[src/rtl/elevator_ctrl_n.sv]
// elevator_ctrl_n
// ---------------------------------------------------------------------------
// Parametrised N-floor elevator controller with a collective up/down sweep.
// Hall and car calls are latched into per-floor request registers that also
// drive the button LEDs. A shared down-counter times both the floor-to-floor
// travel (MOVE) and the door dwell (DOOR).
//
// Ports
//   clk        : single clock, rising edge
//   rst        : synchronous, active-high reset (wins over everything)
//   hall_up    : up hall calls per floor (top floor bit ignored)
//   hall_dn    : down hall calls per floor (floor 0 bit ignored)
//   car_call   : in-car floor buttons
//   door_hold  : while high in DOOR, reloads the dwell timer
//   up_led     : latched up requests (top bit always 0)
//   dn_led     : latched down requests (bit 0 always 0)
//   car_led    : latched car requests
//   door_open  : high while in DOOR
//   direction  : 00 idle, 01 up, 10 down
//   floor      : current floor index
//   dbg_state  : FSM state (0 IDLE, 1 MOVE, 2 DOOR)
//
// Handshake: there is no valid/ready pairing here; every input is a level
// sampled on each rising edge and every output is a flop.
// ---------------------------------------------------------------------------
module elevator_ctrl_n #(
  parameter int NFLOORS    = 4,
  parameter int FW         = 2,
  parameter int TRAVEL_CYC = 4,
  parameter int DOOR_CYC   = 3
) (
  input  logic               clk,
  input  logic               rst,
  input  logic [NFLOORS-1:0] hall_up,
  input  logic [NFLOORS-1:0] hall_dn,
  input  logic [NFLOORS-1:0] car_call,
  input  logic               door_hold,
  output logic [NFLOORS-1:0] up_led,
  output logic [NFLOORS-1:0] dn_led,
  output logic [NFLOORS-1:0] car_led,
  output logic               door_open,
  output logic [1:0]         direction,
  output logic [FW-1:0]      floor,
  output logic [1:0]         dbg_state
);

  typedef enum logic [1:0] {
    ST_IDLE = 2'd0,
    ST_MOVE = 2'd1,
    ST_DOOR = 2'd2
  } state_t;

  localparam logic [1:0] DIR_IDLE = 2'b00;
  localparam logic [1:0] DIR_UP   = 2'b01;
  localparam logic [1:0] DIR_DN   = 2'b10;

  // One counter serves both travel and dwell, so size it for the larger load.
  localparam int CMAX = (TRAVEL_CYC > DOOR_CYC) ? TRAVEL_CYC : DOOR_CYC;
  localparam int CW   = (CMAX > 1) ? $clog2(CMAX) : 1;
  localparam logic [CW-1:0] TRAVEL_LOAD = CW'(TRAVEL_CYC - 1);
  localparam logic [CW-1:0] DOOR_LOAD   = CW'(DOOR_CYC - 1);

  localparam logic [FW-1:0]      TOP_FLOOR = FW'(NFLOORS - 1);
  localparam logic [NFLOORS-1:0] UP_MASK   = {1'b0, {(NFLOORS-1){1'b1}}};
  localparam logic [NFLOORS-1:0] DN_MASK   = {{(NFLOORS-1){1'b1}}, 1'b0};

  state_t              state_q, state_d;
  logic [FW-1:0]       floor_q, floor_d;
  logic [1:0]          dir_q, dir_d;
  logic                door_open_q, door_open_d;
  logic [NFLOORS-1:0]  up_q, up_d, dn_q, dn_d, car_q, car_d;
  logic [CW-1:0]       cnt_q, cnt_d;

  // Combinational helpers
  logic [NFLOORS-1:0]  req_q;
  logic [NFLOORS-1:0]  fsel, nsel;
  logic [NFLOORS-1:0]  up_set, dn_set, car_set;
  logic [NFLOORS-1:0]  up_clr, dn_clr, car_clr;
  logic [FW-1:0]       nf;
  logic                ahead_nf, ahead_cur, stop_now, press;

  function automatic logic any_above(input logic [NFLOORS-1:0] r,
                                     input logic [FW-1:0] f);
    logic res;
    res = 1'b0;
    for (int i = 0; i < NFLOORS; i++) begin
      if (FW'(i) > f && r[i]) res = 1'b1;
    end
    return res;
  endfunction

  function automatic logic any_below(input logic [NFLOORS-1:0] r,
                                     input logic [FW-1:0] f);
    logic res;
    res = 1'b0;
    for (int i = 0; i < NFLOORS; i++) begin
      if (FW'(i) < f && r[i]) res = 1'b1;
    end
    return res;
  endfunction

  always_comb begin
    state_d     = state_q;
    floor_d     = floor_q;
    dir_d       = dir_q;
    door_open_d = door_open_q;
    cnt_d       = cnt_q;

    req_q   = up_q | dn_q | car_q;
    fsel    = NFLOORS'(1) << floor_q;
    up_set  = hall_up & UP_MASK;
    dn_set  = hall_dn & DN_MASK;
    car_set = car_call;
    up_clr  = '0;
    dn_clr  = '0;
    car_clr = '0;

    nf       = floor_q;
    nsel     = fsel;
    ahead_nf = 1'b0;
    stop_now = 1'b0;
    press    = 1'b0;
    ahead_cur = (dir_q == DIR_UP) ? any_above(req_q, floor_q) :
                (dir_q == DIR_DN) ? any_below(req_q, floor_q) : 1'b0;

    unique case (state_q)
      ST_IDLE: begin
        dir_d = DIR_IDLE;
        if (|(req_q & fsel)) begin
          state_d     = ST_DOOR;
          door_open_d = 1'b1;
          cnt_d       = DOOR_LOAD;
          up_clr      = fsel;
          dn_clr      = fsel;
          car_clr     = fsel;
        end else if (any_above(req_q, floor_q)) begin
          state_d = ST_MOVE;
          dir_d   = DIR_UP;
          cnt_d   = TRAVEL_LOAD;
        end else if (any_below(req_q, floor_q)) begin
          state_d = ST_MOVE;
          dir_d   = DIR_DN;
          cnt_d   = TRAVEL_LOAD;
        end
      end

      ST_MOVE: begin
        if (cnt_q != '0) begin
          cnt_d = cnt_q - CW'(1);
        end else begin
          // Step one floor; saturate at the ends so floor can never wrap.
          if (dir_q == DIR_UP && floor_q != TOP_FLOOR) nf = floor_q + FW'(1);
          if (dir_q == DIR_DN && floor_q != '0)        nf = floor_q - FW'(1);
          floor_d  = nf;
          nsel     = NFLOORS'(1) << nf;
          ahead_nf = (dir_q == DIR_UP) ? any_above(req_q, nf) : any_below(req_q, nf);
          stop_now = (|(car_q & nsel)) || !ahead_nf ||
                     ((dir_q == DIR_UP) ? |(up_q & nsel) : |(dn_q & nsel));
          if (stop_now) begin
            state_d     = ST_DOOR;
            door_open_d = 1'b1;
            cnt_d       = DOOR_LOAD;
            car_clr     = nsel;
            // Last stop of the sweep also serves the opposite hall call.
            if (dir_q == DIR_UP || !ahead_nf) up_clr = nsel;
            if (dir_q == DIR_DN || !ahead_nf) dn_clr = nsel;
          end else begin
            cnt_d = TRAVEL_LOAD;
          end
        end
      end

      ST_DOOR: begin
        // Calls that the open door already serves are swallowed and only
        // extend the dwell. With no direction both hall calls count.
        press   = |(car_call & fsel);
        car_set = car_set & ~fsel;
        if (dir_q != DIR_DN) begin
          press  = press | (|(up_set & fsel));
          up_set = up_set & ~fsel;
        end
        if (dir_q != DIR_UP) begin
          press  = press | (|(dn_set & fsel));
          dn_set = dn_set & ~fsel;
        end

        if (door_hold || press) begin
          cnt_d = DOOR_LOAD;
        end else if (cnt_q != '0) begin
          cnt_d = cnt_q - CW'(1);
        end else if (ahead_cur) begin
          state_d     = ST_MOVE;
          door_open_d = 1'b0;
          cnt_d       = TRAVEL_LOAD;
        end else begin
          // IDLE re-evaluates next edge: handles reversal and opposite calls here.
          state_d     = ST_IDLE;
          door_open_d = 1'b0;
          dir_d       = DIR_IDLE;
          cnt_d       = '0;
        end
      end

      default: begin
        state_d = ST_IDLE;
      end
    endcase

    up_d  = (up_q  | up_set)  & ~up_clr;
    dn_d  = (dn_q  | dn_set)  & ~dn_clr;
    car_d = (car_q | car_set) & ~car_clr;
  end

  always_ff @(posedge clk) begin
    if (rst) begin
      state_q     <= ST_IDLE;
      floor_q     <= '0;
      dir_q       <= DIR_IDLE;
      door_open_q <= 1'b0;
      up_q        <= '0;
      dn_q        <= '0;
      car_q       <= '0;
      cnt_q       <= '0;
    end else begin
      state_q     <= state_d;
      floor_q     <= floor_d;
      dir_q       <= dir_d;
      door_open_q <= door_open_d;
      up_q        <= up_d;
      dn_q        <= dn_d;
      car_q       <= car_d;
      cnt_q       <= cnt_d;
    end
  end

  assign up_led    = up_q;
  assign dn_led    = dn_q;
  assign car_led   = car_q;
  assign door_open = door_open_q;
  assign direction = dir_q;
  assign floor     = floor_q;
  assign dbg_state = state_q;

endmodule

[config.mk]
export PLATFORM = sky130hd
export DESIGN_NAME = elevator_ctrl_n
export DESIGN_NICKNAME = d
export VERILOG_FILES = /design/src/rtl/elevator_ctrl_n.sv
export SDC_FILE = /design/constraint.sdc
export NUM_CORES = 1
export LEC_CHECK = 0
export ABC_AREA = 1
export ABC_CLOCK_PERIOD_IN_PS = 5200
export CELL_PAD_IN_SITES_DETAIL_PLACEMENT = 0
export CELL_PAD_IN_SITES_GLOBAL_PLACEMENT = 2
export CORE_UTILIZATION = 31
export DETAILED_ROUTE_END_ITERATION = 12
export PLACE_DENSITY = 0.84
export SETUP_SLACK_MARGIN = 0.05
export SLEW_MARGIN = 25
export SYNTH_ARGS = -nofsm -noshare
export SYNTH_HDL_FRONTEND = slang
export SYNTH_SLANG_ARGS = --single-unit
[constraint.sdc]
create_clock -name clk -period 5.2 [get_ports clk]
set_input_delay 1.3 -clock clk [delete_from_list [all_inputs] [get_ports clk]]
set_output_delay 1.3 -clock clk [all_outputs]
set_load 0.02 [all_outputs]
==> impl_metrics.env, run 1 <==
export IMPL_endpoint_kind="flip-flop"
export IMPL_drt_wl_total_um=5718
export IMPL_final_common_cell="nand2_1"
export IMPL_max_vdd_ir_drop_mv=0.2429
export IMPL_synth_edf_count=0
export IMPL_tns_ns=0
export IMPL_rsz0062_at_grt="false"
export IMPL_max_freq_mhz=322.6
export IMPL_cts_clk_slew_worst_paths_ns=0.09
export IMPL_seq_power_share_pct=19.3
export IMPL_clock_latency_ns=0.28
export IMPL_skew_ns=0.002275
export IMPL_vias=1861
export IMPL_synth_seq_area_share_pct=22.69
export IMPL_netlist_instances=270
export IMPL_worst_setup_path_start_kind="input pin"
export IMPL_syn_nets=297
export IMPL_worstPathRequired_ns=5.36
export IMPL_fp_dieH_um=79.32
export IMPL_postCtsSetupRepairBufs=0
export IMPL_fin_util_pct=40.36
export IMPL_hold_path_class="flip-flop to flip-flop"
export IMPL_p_leak_nw=0.9772
export IMPL_cts_sinks=21
export IMPL_place_congestion=0.8606
export IMPL_tritoncts="built"
export IMPL_cts_buffers_inserted=3
export IMPL_die_x_um=79.32
export IMPL_crit_arrival_ns=3.26
export IMPL_cts_resized=0
export IMPL_period_share_pct=59.61
export IMPL_post_route_min_period_ns=3.100
export IMPL_rows=27
export IMPL_synth_cell_types=34
export IMPL_h_tree_depth=1
export IMPL_drv_slew=0
export IMPL_area_delta_synth_final_pct=22.89
export IMPL_p_sw_w=0.0007527
export IMPL_hold_viol_final=0
export IMPL_critPathKind="input pin to flip-flop"
export IMPL_min_to="door_open"
export IMPL_pin_count=34
export IMPL_drt_first_pass_iters=6
export IMPL_ctsHoldBuffers=0
export IMPL_synth_area_per_cell_um2=6.863
export IMPL_initial_core_util_pct=32.85
export IMPL_yosysWarnings=0
export IMPL_p_per_area_mw_per_mm2=581.3
export IMPL_mostFrequentLayoutCells="62 x nand2_1, 31 x clkdlybuf4s50_1, 27 x inv_1"
export IMPL_async_flop_share_pct=0
export IMPL_r2r_cells=15
export IMPL_comb_power_share_pct=71.6
export IMPL_ys_flop_type="dfxtp_1"
export IMPL_dp_final_hpwl_um=4517
export IMPL_tightest_slew_ns=0.5655
export IMPL_place_inst=369
export IMPL_grt_pass1_wl_um=9308
export IMPL_crit_fanout=4
export IMPL_setup_viol=0
export IMPL_place_ws_ns=1.804
export IMPL_swShare_pct=56.86
export IMPL_grt_overflow_total=0
export IMPL_root_buffer="clkbuf_8"
export IMPL_nets=329
export IMPL_holdPathStages=2
export IMPL_drive_above_1_share_pct=16.61
export IMPL_grt_usage_pct=19.67
export IMPL_die_area_mm2=0.006291
export IMPL_grt_pass1_vias=1781
export IMPL_worstHoldStart="door_open"
export IMPL_drv_cap=0
export IMPL_grt_start_max_net_pins=16
export IMPL_vias_per_cell=4.989
export IMPL_place_area_mm2=0.002231
export IMPL_r2r_start="floor[0]"
export IMPL_ys_seq_elements=21
export IMPL_slew_headroom_pct=62.01
export IMPL_ant_nets=0
export IMPL_syn_cell_area_mm2=0.001853
export IMPL_drc=0
export IMPL_power_internal_w=0.0005710
export IMPL_status="complete, no violations"
export IMPL_fin_area_mm2=0.002277
export IMPL_ff2ff_setup_slack_ns=2.55
export IMPL_pwr_share_clk_pct=9.1
export IMPL_antenna_found_initial=0
export IMPL_clock_path_buffers=2
export IMPL_n_antenna_cell=0
export IMPL_wl_per_cell_um=15.33
export IMPL_io_buffers=31
export IMPL_core_area_mm2=0.005642
export IMPL_drtIter0Drc=108
export IMPL_r2r_end="dn_led[2]"
export IMPL_fin_cells=373
export IMPL_finalWorstSetupSlack_ns=2.100
[synth_stat cells (4+ instances only)]
master	count	area [µm²]
nand2_1	62	232.7
a21oi_2	6	52.55
nor2_1	15	56.30
nor3_2	4	40.04
o21a_1	4	30.03
nand2_2	8	50.05
o21ai_1	5	25.02
inv_2	6	22.52
ha_1	12	150.1
nor2_4	5	56.30
o21ai_0	10	50.05
nand3_1	20	100.1
dfxtp_1	21	420.4
o211ai_1	4	30.03
nor3_1	7	35.03
inv_1	27	101.4
a21oi_1	21	105.1
nand3_2	7	70.07
[metal layers]
| layer | vias to the layer above | wire length [µm] | global-route usage [%] | part of all wire, % |
|---|---|---|---|---|
| met5 | - | 0 | 0 | 0 |
| met4 | 0 | 76 | 6.727 | 1.3 |
| met3 | 5 | 187 | 1.379 | 3.3 |
| met2 | 46 | 2508 | 29.83 | 44 |
| met1 | 846 | 2945 | 28.97 | 52 |
| li1 | 964 | - | - | - |
[layout make-up]
cell class	instances	area (µm²)
Multi-Input combinational cell	209	1272
Clock inverter	1	5.005
Tap cell	72	90.09
Timing Repair Buffer	31	310.3
Clock buffer	3	41.29
Fill cell	619	3364
Sequential cell	21	420.4
Inverter	36	137.6
[flip-flops by register name, summed over array words and instances, names as in the netlist]
| register | cells |
|---|---|
| car_led | 4 |
| dn_led | 4 |
| up_led | 4 |
| cnt_q | 2 |
| dbg_state | 2 |
| direction | 2 |
| floor | 2 |
| door_open | 1 |
[kinds of logic after synthesis]
group	synth area share, %
simple gates	39.43
compound gates	21.14
flops	22.69
fa+ha+maj	8.102
buf+inv	8.643
[worst max-delay path by stage]
stage / from / endpoint / slack [ns] / cells after the start
finish: hall_dn[1] / direction[1] / 2.10 / 11
global route: hall_dn[1] / direction[0] / 1.97 / 11
CTS: hall_dn[1] / direction[0] / 2.10 / 11
detailed placement: hall_dn[1] / direction[0] / 1.80 / 11
global placement: hall_dn[1] / direction[0] / 1.85 / 11
floorplan: hall_dn[1] / direction[0] / 2.73 / 10
[critical path, stage by stage]
cell and delay [ns]:
clkdlybuf4s50_1 0.47, nand2_1 0.10, nand2_1 0.05, a221oi_1 0.34, o211ai_1 0.20, nor2_1 0.25
nand2_1 0.08, nand2_1 0.09, o211ai_1 0.17, o21ai_1 0.18, a21oi_1 0.05
[power by group through the flow]
stage	combinational [W]	clock (W)	sequential [W]
3_5_place_dp	0.000939	0	0.000258
3_3_place_gp	0.000947	0	0.000259
5_1_grt	0.00105	0.000129	0.000262
4_1_cts	0.000946	0.000122	0.000255
6_report	0.000948	0.000120	0.000255
2_1_floorplan	0.000661	0	0.000286
[through the flow]
| stage | hold slack [ns] | power [W] |
|---|---|---|
| 2_1_floorplan | 0.5103 | 0.0009470 |
| 3_3_place_gp | 0.4531 | 0.001206 |
| 3_5_place_dp | 0.4542 | 0.001197 |
| 4_1_cts | 0.4703 | 0.001323 |
| 5_1_grt | 0.5005 | 0.001437 |
| 6_report | 0.4730 | 0.001324 |
No activity file was read; power rests on OpenSTA's default activity.
==> run 2: changes to the inputs <==
ABC_CLOCK_PERIOD_IN_PS = 2700   (was 5200)
CORE_UTILIZATION = 26   (was 31)
PLACE_DENSITY = 0.75   (was 0.84)
clock period = 2.7 ns   (was 5.2 ns; I/O delays follow)
==> impl_metrics.env, run 2 (same netlist as run 1, synthesis figures left out) <==
export IMPL_critPathKind="flip-flop to flip-flop"
export IMPL_area_delta_synth_final_pct=29.71
export IMPL_drt_wl_total_um=6068
export IMPL_endpoint_kind="flip-flop"
export IMPL_drv_slew=0
export IMPL_nets=341
export IMPL_drt_first_pass_iters=4
export IMPL_dp_final_hpwl_um=4817
export IMPL_vias=1919
export IMPL_drive_above_1_share_pct=20.13
export IMPL_status="complete, no violations"
export IMPL_slew_headroom_pct=61.34
export IMPL_die_area_mm2=0.007468
export IMPL_grt_start_max_net_pins=16
export IMPL_multi_input_area_mm2=0.001277
export IMPL_crit_buf_inv=3
export IMPL_setup_viol=0
export IMPL_final_common_cell="nand2_1"
export IMPL_fp_dieH_um=86.42
export IMPL_vias_per_cell=4.692
export IMPL_worst_setup_path_start_kind="flip-flop"
export IMPL_critical_path_max_stage_delay_ns=0.41
export IMPL_hold_path_class="flip-flop to flip-flop"
export IMPL_drc=0
export IMPL_clock_latency_ns=0.27
export IMPL_worstSetupPathDepth=16
export IMPL_h_tree_depth=1
export IMPL_grt_pass1_vias=1868
export IMPL_r2r_cells=16
export IMPL_mostFrequentLayoutCells="62 x nand2_1, 31 x clkdlybuf4s50_1, 27 x inv_1"
export IMPL_rows=30
export IMPL_root_buffer="clkbuf_8"
export IMPL_initial_core_util_pct=27.12
export IMPL_post_route_min_period_ns=2.403
export IMPL_die_x_um=86.42
export IMPL_cts_buffers_inserted=3
export IMPL_p_per_area_mw_per_mm2=1113
export IMPL_tns_ns=0
export IMPL_slowest_stage="dfxtp_2"
export IMPL_io_buffers=31
export IMPL_nFillCells=768
export IMPL_cts_clk_slew_worst_paths_ns=0.09
export IMPL_cp_common_cell="nand2_4"
export IMPL_fin_util_pct=35.18
export IMPL_crit_arrival_ns=2.57
export IMPL_ant_nets=0
export IMPL_max_vdd_ir_drop_mv=0.3162
export IMPL_grt_overflow_total=0
export IMPL_max_freq_mhz=416.1
export IMPL_tritoncts="built"
export IMPL_core_area_mm2=0.006832
export IMPL_hold_viol_final=0
export IMPL_cts_sinks=21
export IMPL_n_antenna_cell=0
export IMPL_pin_count=34
export IMPL_skew_ns=0.003992
export IMPL_antenna_found_initial=0
export IMPL_crit_chain="inv_1 > ha_1 > inv_1 > nand3_1 > nand3_1 > nand2_4 > inv_4 > nand3_2 > nand2_1 > nor2_1 > nor2_1 > nor2_4 > nand2_4 > nand2_4 > o21ai_4 > a21oi_2"
export IMPL_fin_area_mm2=0.002404
export IMPL_grt_usage_pct=17.54
export IMPL_wl_per_cell_um=14.84
export IMPL_holdPathStages=2
export IMPL_p_leak_nw=1.036
export IMPL_grt_pass1_wl_um=9963
export IMPL_rsz0062_at_grt="false"
export IMPL_place_congestion=0.8367
export IMPL_clock_path_buffers=2
export IMPL_critPathTopFamily="simple AND/OR/NAND/NOR gates"
export IMPL_period_share_pct=89.01
export IMPL_place_area_mm2=0.002351
export IMPL_ctsHoldBuffers=0
export IMPL_crit_fanout=10
export IMPL_worstPathRequired_ns=2.86
export IMPL_drtIter0Drc=81
export IMPL_tightest_slew_ns=0.5798
export IMPL_drv_cap=0
export IMPL_register_area_um2=422.9
-- run 2: cell count changes in the layout (fill, tap and decap cells not counted), sizes merged --
cell,before,now
buf,0,12
clkbuf,3,4
clkinv,3,2
-- run 2: final timing paths --
path	startpoint	to	slack, ns
worst max register to register	floor[1]	dn_led[2]	0.30
worst max-delay path	floor[1]	dn_led[2]	0.30
worst min-delay path	door_open	door_open	0.48
worst min register to register	door_open	door_open	0.48
-- run 2: power by group --
| part | switching (W) | leakage [nW] | total [W] | internal, W |
|---|---|---|---|---|
| registers | 0.0000925 | 0.175 | 0.000483 | 0.000391 |
| logic | 0.00126 | 0.838 | 0.00197 | 0.000706 |
| clock network | 0.000119 | 0.0228 | 0.000225 | 0.000106 |
-- run 2: area by class of cell --
type | count | share of cell area (%)
multi-input cells | 209 | 53.15
flip-flops and latches | 21 | 17.59
repair buffers | 43 | 16.66
inverters | 36 | 5.726
well taps | 96 | 4.997
clock buffers | 4 | 1.874
-- run 2: repair_timing --
item                       in CTS  in global routing
gates resized for setup         0                  3
setup endpoints to repair       0                 16
setup buffers                   0                  0
-- run 2: worst min-delay path, cell delays in order, from the launching register on --
cell and delay, ns:
dfxtp_1 0.32, nand2_1 0.06, a21oi_1 0.05
-- run 2: routing by layer --
metal	share of wire, %	wire length, µm	track usage [%]
met5	0	0	0
met4	1.5	94	5.303
met3	3.9	235	1.905
met2	43	2620	27.13
met1	51	3117	25.49
-- run 2: per-stage QoR --
step                setup WS (ns)  power [W]  cells  hold WS, ns
floorplan                  0.3491   0.001824    270       0.5103
global placement          0.08909   0.002456    405       0.4539
detailed placement        0.07156   0.002440    405       0.4564
CTS                        0.1366   0.002682    409       0.4787
global route              0.06243   0.002908    409       0.5000
finish                     0.2968   0.002676    409       0.4770
==> patch (flow settings as in run 1) <==
`up_q` no longer has a reset.
--- a/src/rtl/elevator_ctrl_n.sv
+++ b/src/rtl/elevator_ctrl_n.sv
@@ -217,7 +217,6 @@
       floor_q     <= '0;
       dir_q       <= DIR_IDLE;
       door_open_q <= 1'b0;
-      up_q        <= '0;
       dn_q        <= '0;
       car_q       <= '0;
       cnt_q       <= '0;
@@ -226,11 +225,14 @@
       floor_q     <= floor_d;
       dir_q       <= dir_d;
       door_open_q <= door_open_d;
-      up_q        <= up_d;
       dn_q        <= dn_d;
       car_q       <= car_d;
       cnt_q       <= cnt_d;
     end
+  end
+
+  always_ff @(posedge clk) begin
+    up_q <= up_d;
   end
 
   assign up_led    = up_q;
Function: changed (Yosys sat finds a counterexample within 4 cycles, from zero or initial values and one cycle with rst high).
==> patch against run 1 <==
- clock skew increased by 0.0016 ns
- power decreased by 1.6%
- synthesized cell count increased by 3.0%
- cell area fell by 1.9%
- combinational power shrank 2%
- count of clock-buffer cells in the layout grew 1
- utilization down 0.27 points
- area after synthesis shrank 2.0%
- routed wire length fell by 3.5%
- sequential cell count unchanged
- worst setup slack improved by 0.070 ns
- fmax grew 2.3%
- first-iteration DRC count down 18%
==> patch: results <==
status:
  status: "finished clean"
logic_synthesis:
  yosysUniqueCellTypes: 37
  synth_commonest_cells: "nand2_1 (67), inv_1 (36), nand3_1 (30)"
  synth_compound_area_share_pct: 18.33
  synth_fp_nets: 306
finish:
  drive_gt1_share_pct: 11.65
  finalNetCount: 338
  nFillCells: 637
routing:
  routed_via_density: 4.843
  dr_wl_met2_um: 2715
  drt_wl_total_um: 5519
  drtIter0Drc: 89
  wl_per_cell_um: 14.49
  wl_met1_um: 2587
  wl_met3_um: 160
place:
  hpwl_um: 4443
  place_area_mm2: 0.002190
  dp_slack_ns: 1.913
  dp.cells: 377
sta:
  fin_skew_ns: 0.003833
  tightest_slew_ns: 0.5593
power_and_ir_drop:
  peakVddDrop_mv: 0.2515
  p_leak_nw: 1.052
  p_sw_share_pct: 55.80
setup_path:
  critPathArrivalTime_ns: 3.16
grt:
  grt_max_degree: 13
  grt_pass1_wl_um: 9018
  grt.total_usage_pct: 19.04
  grt_pass1_vias: 1772
patch: worst reg2reg max path, stage by stage (launching register included):
cell and delay, ns:
dfxtp_1 0.47, inv_1 0.17, ha_1 0.24, inv_1 0.14, nand3_1 0.12, nand2_1 0.07, nand2_1 0.04, nand2_1 0.37
inv_1 0.27, nand3_1 0.15, nand2_1 0.08, o21ai_2 0.14, nand2_2 0.08, o21bai_1 0.14, nand2_1 0.12, nand2_1 0.08
nand2_1 0.06, a21oi_2 0.10
patch: worst paths after layout:
check / start / endpoint / slack [ns] / cells after the start
worst min-delay path: door_open / door_open / 0.47 / 2
worst max register to register: floor[1] / cnt_q[0] / 2.30 / 17
worst max-delay path: hall_up[0] / direction[0] / 2.17 / 9
worst min register to register: door_open / door_open / 0.47 / 2
patch: final cells by class:
class	count	area (um^2)	area share, %
multi-input combinational	212	1211	54.20
sequential	21	420.4	18.81
timing repair buffer	31	310.3	13.89
inverter	41	157.7	7.055
tap	72	90.09	4.031
clock buffer	4	45.04	2.016
